## config.mk

```make
export PLATFORM = sky130hd
export DESIGN_NAME = gray_ptr_counter
export DESIGN_NICKNAME = d
export VERILOG_FILES = /design/src/rtl/fifo_pkg.sv /design/src/rtl/gray_ptr_counter_sync2.sv /design/src/rtl/gray_ptr_counter.sv
export SDC_FILE = /design/constraint.sdc
export NUM_CORES = 1
export LEC_CHECK = 0
export ABC_AREA = 1
export CAP_MARGIN = 20
export CORE_AREA = 5 5 58 60
export CTS_CLUSTER_SIZE = 20
export DETAILED_ROUTE_END_ITERATION = 12
export DIE_AREA = 0 0 63 65
export HOLD_SLACK_MARGIN = 0.06
export SLEW_MARGIN = 5
export SYNTH_ARGS = -nofsm -noshare
export SYNTH_HDL_FRONTEND = slang
export SYNTH_SLANG_ARGS = --single-unit
export TNS_END_PERCENT = 1
```

## constraint.sdc

```tcl
create_clock -name clk -period 4.15 [get_ports clk]
set_input_delay 0.83 -clock clk [delete_from_list [all_inputs] [get_ports clk]]
set_output_delay 0.83 -clock clk [all_outputs]
set_load 0.05 [all_outputs]
```

## src/rtl/fifo_pkg.sv

```systemverilog
// Shared Gray/binary conversion helpers for the asyncFIFO pointer logic.
// Functions work on a fixed maximum width; callers zero-extend and cast back.
package fifo_pkg;

    localparam int MAX_W = 32;

    function automatic logic [MAX_W-1:0] bin2gray(input logic [MAX_W-1:0] b);
        return b ^ (b >> 1);
    endfunction

    // Zero upper bits contribute nothing to the prefix XOR, so narrow inputs convert correctly.
    function automatic logic [MAX_W-1:0] gray2bin(input logic [MAX_W-1:0] g);
        logic [MAX_W-1:0] b;
        b[MAX_W-1] = g[MAX_W-1];
        for (int i = MAX_W - 2; i >= 0; i--) begin
            b[i] = b[i+1] ^ g[i];
        end
        return b;
    endfunction

endpackage

```

## src/rtl/gray_ptr_counter_sync2.sv

```systemverilog
// Two-flop synchronizer bringing a Gray-coded bus into the local clock domain.
module sync2 #(
    parameter int W = 1
) (
    input  logic         clk,
    input  logic         rst_n,
    input  logic [W-1:0] d,
    output logic [W-1:0] q
);

    logic [W-1:0] meta;

    always_ff @(posedge clk or negedge rst_n) begin
        if (!rst_n) begin
            meta <= '0;
            q    <= '0;
        end else begin
            meta <= d;
            q    <= meta;
        end
    end

endmodule

```

## src/rtl/gray_ptr_counter.sv

```systemverilog
// Write-side pointer for asyncFIFO: binary/Gray write pointer, registered full
// flag against the synchronized read pointer, and write-side occupancy.
module gray_ptr_counter
    import fifo_pkg::*;
#(
    parameter  int ADDR_W = 4,
    localparam int PTR_W  = ADDR_W + 1
) (
    input  logic              clk,
    input  logic              rst_n,
    input  logic              inc,
    input  logic [PTR_W-1:0]  rgray_async,
    output logic [ADDR_W-1:0] waddr,
    output logic [PTR_W-1:0]  wgray,
    output logic              full,
    output logic [PTR_W-1:0]  wlevel
);

    // Full when the write pointer equals the read pointer with its top two Gray bits inverted.
    localparam logic [PTR_W-1:0] FULL_MASK = PTR_W'(3) << (PTR_W - 2);

    logic [PTR_W-1:0] wbin;
    logic [PTR_W-1:0] wbin_next;
    logic [PTR_W-1:0] wgray_next;
    logic [PTR_W-1:0] rgray_s;
    logic [PTR_W-1:0] rbin_s;
    logic             accept;
    logic             full_next;

    sync2 #(.W(PTR_W)) u_rsync (
        .clk   (clk),
        .rst_n (rst_n),
        .d     (rgray_async),
        .q     (rgray_s)
    );

    assign accept     = inc & ~full;
    assign wbin_next  = accept ? wbin + PTR_W'(1) : wbin;
    assign wgray_next = PTR_W'(bin2gray(MAX_W'(wbin_next)));
    assign full_next  = (wgray_next == (rgray_s ^ FULL_MASK));
    assign rbin_s     = PTR_W'(gray2bin(MAX_W'(rgray_s)));

    always_ff @(posedge clk or negedge rst_n) begin
        if (!rst_n) begin
            wbin  <= '0;
            wgray <= '0;
            full  <= 1'b0;
        end else begin
            wbin  <= wbin_next;
            wgray <= wgray_next;
            full  <= full_next;
        end
    end

    assign waddr  = wbin[ADDR_W-1:0];
    assign wlevel = wbin - rbin_s;

endmodule

```

==> out/summary.md, run 1 <==
The total area inside the core boundary comes to 2880 um2. The initial antenna violation count is 0, and the shortest clock period the worst path allows after layout is 3.96 ns. Sort of element at the start of the critical path: a flop.

The post-synthesis register bit count came out at 20. The run finished with clean final reports. For the overall via count from detail_route, the log shows 829. The setup TNS was 0 ns; the number of max-cap violations was 0. Summed over all layers, the global routing overflow is 0. During placement, the flow inserted port buffers numbering 22. The net total in the final layout is 160.

For this run, the total global-route usage over all layers was measured as 10.3%. The clock passes through at most 2 buffers. The detailed router finished its first iteration with 25 violations. The tools report the largest net degree at the start of global routing as 21.

Routability-driven placement finished with a final weighted congestion of 0.808. The tools report the highest clock rate as 252 MHz. Setup repair after global routing left no endpoint under its margin. During synthesis, Yosys emitted a total of 0 warnings. The HPWL after detailed placement was 1630 um. The post-route netlist has 8.97% of its cells at a drive strength greater than 1.

The type of the worst min-delay path was flop to flop. The run gives 0 as the number of buffers inserted by post-CTS setup repair. Biggest area consumer among synthesized cells: sky130_fd_sc_hd__dfrtp_1. The area enclosed by the die boundary is 4100 um2.

The tools report the max-slew violation count as 0. For the number of global-route vias before repair, the log shows 776. The area overhead of the layout relative to synthesis was 28.6%.

At the pin with the least slew margin, the transition time is 0.852 ns. The worst setup path is captured at an output port. The die is 65 um tall. TritonCTS built the clock tree. The data required time of the worst path is 3.32 ns.

After detailed routing, the number of vias per cell comes to 4.66. The clock net in this run drives a total of 20 sinks. The cell area after synthesis is 1040 um2. The remaining max-slew budget at the tightest pin came out at 43.0%. Leaving out fill and tap cells, the most frequent cell in the layout is sky130_fd_sc_hd__nand2_1. The proportion of netlist area held by the largest area contributor is 48.1%, and the average cell area after synthesis is 8.75 um2.

Category of the most critical setup path: flop to output port. The run gives 1 as the maximum level of the CTS H-tree. The tree is rooted in a sky130_fd_sc_hd__clkbuf_4.

After Yosys synthesis, XOR and XNOR cells account for 8.17% of the synthesized area. By area the synthesized netlist is led by sky130_fd_sc_hd__dfrtp_1, sky130_fd_sc_hd__nand2_1, sky130_fd_sc_hd__inv_1. The clock arrives with 0.00455 ns of skew.

The count of different cell masters after synthesis was 19. The top cell types in the final layout, fill and taps aside, are sky130_fd_sc_hd__nand2_1, sky130_fd_sc_hd__dfrtp_1, sky130_fd_sc_hd__clkdlybuf4s50_1. The largest fanout of any net on the critical path was 3. The antenna diode count came out at 0. Counting every instance in the synthesized netlist gives 119. The number of buffers added by the clock tree synthesis step was 3; the final hold violation count was 0. For this configuration, the core starts out at a cell density of 36.2%.

The clock transition at the registers of the reported paths was 0.11 ns. Hold timing on the final database bottoms out at a slack of 0.357 ns. Of the total synthesized cell area, the portion taken by AND, OR, NAND and NOR gates is 26.9%. After synthesis, flip-flops and latches occupy 48.1% of the total area. From left edge to right edge, the die measures 63 um. Once detail routing completed, the nets flagged for antenna violations numbered 0. The fraction of the mapped netlist area in compound gates is 2.76%.

The first detailed-routing pass ran for 4 iterations. Measured against the total synthesized area, the mux share comes to 0%. For this design, the CTS-stage hold fixing added 0 buffers. The number of nets produced by synthesis is 133. The dominant combinational cell family by area after synthesis is simple AND/OR/NAND/NOR gates.

After clock tree synthesis, the repair step resized 0 gates. The tools report the clock latency of the later-clocked register in the worst-skew pair as 0.29 ns. After detailed routing, the number of remaining DRC violations is 0. The wire length of the first global-routing pass came out at 3350 um. In this run the count of I/O pins placed on the die edge is 23. Share of the cycle needed by the critical path after routing: 95.5%. For this block, the routed nets add up to 2000 um of wire. The run gives 0 as the count of endpoints failing setup in the final report.

The post-synthesis adder-cell area fraction was 7.93%; the site row count was 20. The wire length per cell after detailed routing works out to 11.2 um. The tools report the worst path arrival time as 3.13 ns.
-- cells in the mapped netlist (all sizes together) --
cell type,n
inv,17
dfrtp,20
fa,1
a21oi,2
o21ai,3
xor2,5
nand2,41
nand3,12
ha,5
nor2,6
nand4,1
xnor2,3
nand3b,3
-- critical path, cell delays in order, from the launching register on --
cell	delay [ns]
sky130_fd_sc_hd__dfrtp_1	0.43
sky130_fd_sc_hd__xnor2_2	0.23
sky130_fd_sc_hd__xor2_2	0.23
sky130_fd_sc_hd__xor2_1	0.27
sky130_fd_sc_hd__nand2_1	0.08
sky130_fd_sc_hd__nand2_1	0.07
sky130_fd_sc_hd__inv_1	0.05
sky130_fd_sc_hd__ha_1	0.21
sky130_fd_sc_hd__fa_1	0.42
sky130_fd_sc_hd__inv_1	0.06
sky130_fd_sc_hd__clkdlybuf4s50_1	0.79
-- path summary, 6_finish.rpt --
| path | startpoint | to | slack [ns] | cells after the start |
|---|---|---|---|---|
| hold / removal | u_rsync.meta[1]$_DFF_PN0_ | u_rsync.q[1]$_DFF_PN0_ | 0.36 | 0 |
| min in group asynchronous | rst_n | wgray[2]$_DFF_PN0_ | 1.01 | 1 |
| setup reg to reg | wbin[1]$_DFF_PN0_ | full$_DFF_PN0_ | 2.51 | 11 |
| max in group asynchronous | rst_n | u_rsync.meta[1]$_DFF_PN0_ | 2.61 | 1 |
| setup / recovery | u_rsync.q[4]$_DFF_PN0_ | wlevel[1] | 0.19 | 10 |
| hold reg to reg | u_rsync.meta[1]$_DFF_PN0_ | u_rsync.q[1]$_DFF_PN0_ | 0.36 | 0 |
-- metrics by stage --
stage / setup slack, ns / cells / instance area, um2 / utilization (%)
2_1_floorplan: 0.535 / 119 / 1040 / -
3_3_place_gp: 0.503 / 174 / 1300 / 45.2
3_5_place_dp: 0.403 / 174 / 1300 / 45.2
4_1_cts: 0.0604 / 178 / 1340 / 46.4
5_1_grt: 0.0289 / 178 / 1340 / 46.5
6_report: 0.188 / 178 / 1340 / 46.5
-- cells by family after synthesis --
group / Yosys count
simple gates: 63
flops: 20
buf+inv: 17
xor+xnor: 8
fa+ha+maj: 6
compound gates: 5
-- layer usage --
metal / part of all wire [%] / vias up / global-route usage [%]
li1: - / 426 / -
met1: 45 / 378 / 13.0
met2: 48 / 21 / 16.9
met3: 5.0 / 4 / 1.91
met4: 1.3 / 0 / 4.77
met5: 0 / - / 0
-- registers in the layout (all words and copies together), names as in the netlist --
signal	count
u_rsync.meta	5
u_rsync.q	5
wbin	5
wgray	4
full	1
-- final cells by class --
cell class | instances | area, um2
clock buffers | 4 | 36.3
fillers | 284 | 1540
inverters | 17 | 63.8
multi-input cells | 82 | 477
flip-flops and latches | 20 | 500
well taps | 33 | 41.3
repair buffers | 22 | 220
Power of run 1 is not shown: default switching activity piles up to over one toggle a cycle in this logic, so the estimate is an artifact.
==> run 2: changes to the inputs <==
--- a/config.mk
+++ b/config.mk
@@ -6,7 +6,7 @@
 export NUM_CORES = 1
 export LEC_CHECK = 0
 export ABC_AREA = 1
-export CAP_MARGIN = 20
+export CAP_MARGIN = 10
 export CORE_AREA = 5 5 58 60
 export CTS_CLUSTER_SIZE = 20
 export DETAILED_ROUTE_END_ITERATION = 12
@@ -16,4 +16,4 @@
 export SYNTH_ARGS = -nofsm -noshare
 export SYNTH_HDL_FRONTEND = slang
 export SYNTH_SLANG_ARGS = --single-unit
-export TNS_END_PERCENT = 1
+export TNS_END_PERCENT = 5
==> results of run 2 <==
Same layout as run 1: the final DEF is identical, and so are final timing and power.
Power of run 2 is left out for the same reason.
